### config.mk
export PLATFORM = sky130hd
export DESIGN_NAME = mux_rr_stream_flat
export DESIGN_NICKNAME = d
export VERILOG_FILES = /design/src/rtl/mux_rr_stream_if.sv /design/src/rtl/mux_rr_stream.sv /design/src/flat_wrapper.sv
export SDC_FILE = /design/constraint.sdc
export NUM_CORES = 1
export LEC_CHECK = 0
export CORE_ASPECT_RATIO = 1.75
export CORE_MARGIN = 3
export CORE_UTILIZATION = 37
export CTS_CLUSTER_SIZE = 40
export DETAILED_ROUTE_END_ITERATION = 16
export PLACE_DENSITY = 0.8
export SYNTH_ARGS = -nofsm -noshare
export SYNTH_HDL_FRONTEND = slang
export SYNTH_SLANG_ARGS = --single-unit
### constraint.sdc
create_clock -name clk -period 1.7 [get_ports clk]
set_input_delay 0.255 -clock clk [delete_from_list [all_inputs] [get_ports clk]]
set_output_delay 0.255 -clock clk [all_outputs]
set_load 0.03 [all_outputs]
### src/rtl/mux_rr_stream_if.sv
// =============================================================================
// mux_rr_stream_if : stream bundle for the N:1 registered round-robin mux
// Revision 1.0
// =============================================================================
`default_nettype none

interface mux_rr_stream_if #(
    parameter int WIDTH    = 8,
    parameter int CHANNELS = 4,
    parameter int SELW     = $clog2(CHANNELS)
);
    logic [CHANNELS*WIDTH-1:0] in_data;
    logic [CHANNELS-1:0]       in_valid;
    logic [CHANNELS-1:0]       in_ready;
    logic                      mode;
    logic [SELW-1:0]           sel;
    logic [WIDTH-1:0]          out_data;
    logic [SELW-1:0]           out_chan;
    logic                      out_valid;
    logic                      out_ready;

    // Mux side
    modport slave (
        input  in_data, in_valid, mode, sel, out_ready,
        output in_ready, out_data, out_chan, out_valid
    );

    // Driver/consumer side
    modport master (
        output in_data, in_valid, mode, sel, out_ready,
        input  in_ready, out_data, out_chan, out_valid
    );
endinterface

`default_nettype wire

### src/rtl/mux_rr_stream.sv
// =============================================================================
// mux_rr_stream : registered N:1 valid/ready mux, static select or round-robin
// Revision 1.0
// =============================================================================
`default_nettype none

module mux_rr_stream #(
    parameter int WIDTH    = 8,
    parameter int CHANNELS = 4,
    parameter int SELW     = $clog2(CHANNELS)
) (
    input  wire              clk,
    input  wire              rst_n,
    mux_rr_stream_if.slave   bus
);

    localparam logic [SELW:0]   C_CHAN_EXT = (SELW+1)'(CHANNELS);
    localparam logic [SELW-1:0] C_LAST     = SELW'(CHANNELS - 1);

    logic [WIDTH-1:0]    r_out_data;
    logic [SELW-1:0]     r_out_chan;
    logic                r_out_valid;
    logic [SELW-1:0]     r_ptr;

    logic                w_can_load;
    logic                w_grant_vld;
    logic [SELW-1:0]     w_grant;
    logic [SELW:0]       w_idx;
    logic                w_xfer_in;
    logic [CHANNELS-1:0] w_in_ready;

    assign w_can_load = !r_out_valid || bus.out_ready;

    always_comb begin
        w_grant_vld = 1'b0;
        w_grant     = '0;
        w_idx       = '0;
        if (!bus.mode) begin
            if (int'(bus.sel) < CHANNELS) begin
                if (bus.in_valid[bus.sel]) begin
                    w_grant_vld = 1'b1;
                    w_grant     = bus.sel;
                end
            end
        end else begin
            // Scan from ptr upward, wrapping modulo CHANNELS; first valid wins.
            for (int i = 0; i < CHANNELS; i++) begin
                w_idx = {1'b0, r_ptr} + (SELW+1)'(i);
                if (w_idx >= C_CHAN_EXT) begin
                    w_idx = w_idx - C_CHAN_EXT;
                end
                if (!w_grant_vld && bus.in_valid[w_idx[SELW-1:0]]) begin
                    w_grant_vld = 1'b1;
                    w_grant     = w_idx[SELW-1:0];
                end
            end
        end
    end

    assign w_xfer_in = rst_n && w_can_load && w_grant_vld;

    always_comb begin
        w_in_ready = '0;
        if (w_xfer_in) begin
            w_in_ready[w_grant] = 1'b1;
        end
    end

    always_ff @(posedge clk) begin
        if (!rst_n) begin
            r_out_data  <= '0;
            r_out_chan  <= '0;
            r_out_valid <= 1'b0;
            r_ptr       <= '0;
        end else begin
            if (w_xfer_in) begin
                r_out_data  <= bus.in_data[w_grant*WIDTH +: WIDTH];
                r_out_chan  <= w_grant;
                r_out_valid <= 1'b1;
                if (bus.mode) begin
                    r_ptr <= (w_grant == C_LAST) ? '0 : w_grant + 1'b1;
                end
            end else if (r_out_valid && bus.out_ready) begin
                r_out_valid <= 1'b0;
            end
        end
    end

    assign bus.in_ready  = w_in_ready;
    assign bus.out_data  = r_out_data;
    assign bus.out_chan  = r_out_chan;
    assign bus.out_valid = r_out_valid;

endmodule

`default_nettype wire
### src/flat_wrapper.sv
// flat-port wrapper written by rule: the top's interface ports become plain ports
module mux_rr_stream_flat 
#(
    parameter int WIDTH    = 8,
    parameter int CHANNELS = 4,
    parameter int SELW     = $clog2(CHANNELS)
)
  (clk, rst_n, bus_in_data, bus_in_valid, bus_mode, bus_sel, bus_out_ready, bus_in_ready, bus_out_data, bus_out_chan, bus_out_valid);
  mux_rr_stream_if #(.WIDTH(WIDTH), .CHANNELS(CHANNELS), .SELW(SELW)) bus_i ();
  input  wire clk;
  input  wire rst_n;
  input wire logic [$bits(bus_i.in_data)-1:0] bus_in_data;
  input wire logic [$bits(bus_i.in_valid)-1:0] bus_in_valid;
  input wire logic [$bits(bus_i.mode)-1:0] bus_mode;
  input wire logic [$bits(bus_i.sel)-1:0] bus_sel;
  input wire logic [$bits(bus_i.out_ready)-1:0] bus_out_ready;
  output wire logic [$bits(bus_i.in_ready)-1:0] bus_in_ready;
  output wire logic [$bits(bus_i.out_data)-1:0] bus_out_data;
  output wire logic [$bits(bus_i.out_chan)-1:0] bus_out_chan;
  output wire logic [$bits(bus_i.out_valid)-1:0] bus_out_valid;
  assign bus_i.in_data = bus_in_data;
  assign bus_i.in_valid = bus_in_valid;
  assign bus_i.mode = bus_mode;
  assign bus_i.sel = bus_sel;
  assign bus_i.out_ready = bus_out_ready;
  assign bus_in_ready = bus_i.in_ready;
  assign bus_out_data = bus_i.out_data;
  assign bus_out_chan = bus_i.out_chan;
  assign bus_out_valid = bus_i.out_valid;
  mux_rr_stream #(.WIDTH(WIDTH), .CHANNELS(CHANNELS), .SELW(SELW)) u_core (.clk(clk), .rst_n(rst_n), .bus(bus_i));
endmodule
==> metrics.md <==
| Metric | Value |
|---|---|
| I/O pins | `57` |
| Antenna Cells | `0` |
| Peak supply drop | `0.000479 V` |
| Total Routing Usage GR | `0.216` |
| Clock Skews | `0.00400 ns` |
| Failing checks | `negative setup slack` |
| CP Max Fanout | `8` |
| CTS Root Cell | `clkbuf_8` |
| Slew Viols, Final | `0` |
| Pwr Density | `653 nW/um^2` |
| Tcrit/Tclk final | `1.03` |
| Hold Crit Class | `reg -> reg` |
| First-pass GRT wire length | `5200 um` |
| Total number of vias | `1,082` |
| CP Class | `reg -> out` |
| Mapped Cells | `95` |
| Layout area overhead | `94.0%` |
| Crit path capture type | `output pin` |
| Min Hold Slack | `0.466 ns` |
| Core Region | `2360 um^2` |
| Setup crit start kind | `flop` |
| Hold Buf Count CTS | `0` |
| Vias per cell | `5.46` |
| Final GP Congestion | `0.760` |
| Pin count of the biggest net entering global routing | `11` |
| DRT antenna net count | `0` |
| Die area | `3180 um^2` |
| Min cycle time layout | `1.76 ns` |
| RSZ-0062 raised after global routing | `yes` |
| Die span in y | `72.4 um` |
| Syn Area/Cell | `9.83 um^2` |
| DRC Markers | `0` |
| Place WS | `-0.470 ns` |
| Total clock sinks | `13` |
| CTS max path bufs | `2` |
| Final WS setup | `-0.0572 ns` |
| Lkg Pwr | `0.722 nW` |
| Starting Density | `0.396` |
| Status | `finished with violations` |
| Maxcap violations | `0` |
| Synthesized area | `933 um^2` |
| Post-Layout Cell Count | `198` |
| Vias in the first global route | `1,190` |
| # port buffers | `56` |
| Slew HR | `0.780` |
| Distinct cells, synth | `31` |
| Drt pass-1 iters | `4` |
| Total wire length | `3190 um` |
| Layout cells sized above 1 | `0.370` |
| Fin nets | `216` |
| Slew @ Worst Pin | `0.329 ns` |
| Fill count | `180` |
| Clk_lat worst skew | `0.24 ns` |
| H-tree depth | `1` |
| CP arrival | `1.50 ns` |
| Highest clock rate | `569 MHz` |
| CTS tree | `done` |
| Post-detail-place hpwl | `2430 um` |
| 1st-iter DRT viols | `12` |
| GRT Residual Overflow | `0` |
| Sequential-to-total area share from yosys stat | `0.279` |
| Final setup fails | `4` |
| Drt wl/cell | `16.1 um` |
| Die width | `44.0 um` |
| Cell Rows | `23` |
| Placed instance count | `189` |
| Crit path required time | `1.44 ns` |
| Syn nets | `137` |
| #FFs+latches synth | `13` |
| Initial antenna violation count | `0` |
| Num CTS Buffers | `3` |
| Synth warn | `0` |
| Final Hold Viols | `0` |
| Clk pin slew, worst setup/hold paths | `0.06 ns` |
==> worst max-delay path, stage by stage, from the launching register on <==
cell and delay, ns:
dfxtp_2 0.35, nand2_2 0.06, a211o_1 0.28, a31o_4 0.27
and3_4 0.16, buf_6 0.13
==> registers in the layout, summed over array words and instances, names as in the netlist <==
signal,flops
u_core.bus.out_chan,2
u_core.bus.out_valid,1
u_core.r_ptr,2
u_core.bus.out_data,8
==> cell usage after synthesis (all sizes together) <==
master / n / share of area
mux2i: 20 / 0.21
inv: 1 / 0.0040
buf: 4 / 0.042
o41ai: 1 / 0.017
a41oi: 1 / 0.029
nand2b: 3 / 0.020
a31o: 1 / 0.019
nand3: 8 / 0.043
nor2b: 4 / 0.029
o2111a: 1 / 0.012
o31ai: 1 / 0.013
xor2: 1 / 0.0094
o211a: 1 / 0.019
a21oi: 4 / 0.021
clkbuf: 1 / 0.0040
and3: 1 / 0.0080
o21bai: 2 / 0.016
dfxtp: 13 / 0.28
o211ai: 1 / 0.013
a211o: 1 / 0.0094
nand2: 5 / 0.023
o221ai: 8 / 0.082
nor2: 7 / 0.028
nor3b: 2 / 0.028
o21ai: 3 / 0.016
==> placed cells by master (no fill, tap or decap), drive strengths merged, types with 2 or more instances in the layout <==
cell and n:
a21oi 4, buf 33, clkbuf 4, clkdlybuf4s50 45, dfxtp 13, mux2i 20
nand2 5, nand2b 3, nand3 8, nor2 7, nor2b 4, nor3b 2
o21ai 3, o21bai 2, o221ai 8
==> metal layers <==
layer	up-vias	GRT usage	wire length, um
met5	-	0	0
met1	502	0.199	1020
met3	4	0.0447	243
li1	527	-	-
met2	49	0.429	1850
met4	0	0.0872	73
==> per-stage QoR <==
stage          TNS, ns  instance area [um^2]  utilization  total power (W)
2_1_floorplan  -0.0232                   941            -         0.000613
3_3_place_gp     -5.46                  1640        0.695         0.000845
3_5_place_dp     -6.40                  1640        0.695         0.000859
4_1_cts         -0.149                  1800        0.762          0.00119
5_1_grt         -0.367                  1810        0.767          0.00124
6_report        -0.180                  1810        0.767          0.00118
==> final cells by class <==
cell class                      count  area (um^2)  area share
Clock buffer                        4         45.0      0.0249
Inverter                            1         3.75     0.00207
Multi-Input combinational cell     76          716       0.395
Sequential cell                    13          265       0.147
Tap cell                           25         31.3      0.0173
Timing Repair Buffer               79          749       0.414
==> final timing paths <==
check | endpoint | slack, ns | start | depth (start not counted)
min | u_core.bus.out_chan[1]$_SDFFE_PN0P_ | 0.47 | u_core.bus.out_chan[1]$_SDFFE_PN0P_ | 2
max reg2reg | u_core.bus.out_data[0]$_SDFFE_PN0P_ | 0.09 | u_core.r_ptr[0]$_SDFFE_PN0P_ | 7
max | bus_in_ready[2] | -0.06 | u_core.r_ptr[1]$_SDFFE_PN0P_ | 5
min reg2reg | u_core.bus.out_chan[1]$_SDFFE_PN0P_ | 0.47 | u_core.bus.out_chan[1]$_SDFFE_PN0P_ | 2
==> power by group <==
| group | internal [W] | total (W) | switching (W) | leakage (nW) |
|---|---|---|---|---|
| Combinational | 0.000291 | 0.000536 | 0.000246 | 0.591 |
| Sequential | 0.000340 | 0.000361 | 0.0000213 | 0.108 |
| Clock | 0.000166 | 0.000284 | 0.000119 | 0.0228 |
==> kinds of logic after synthesis <==
logic type,Yosys count,share of synthesized area
simple gates,30,0.180
compound gates,25,0.268
mux,20,0.214
flops,13,0.279
buf+inv,6,0.0496
xor+xnor,1,0.00939
==> repair_timing <==
action	CTS	global route
pin swaps	6	4
resized for setup	52	5
buffers inserted	4	1
setup endpoints to repair	16	5
(Power assumes the default switching activity.)
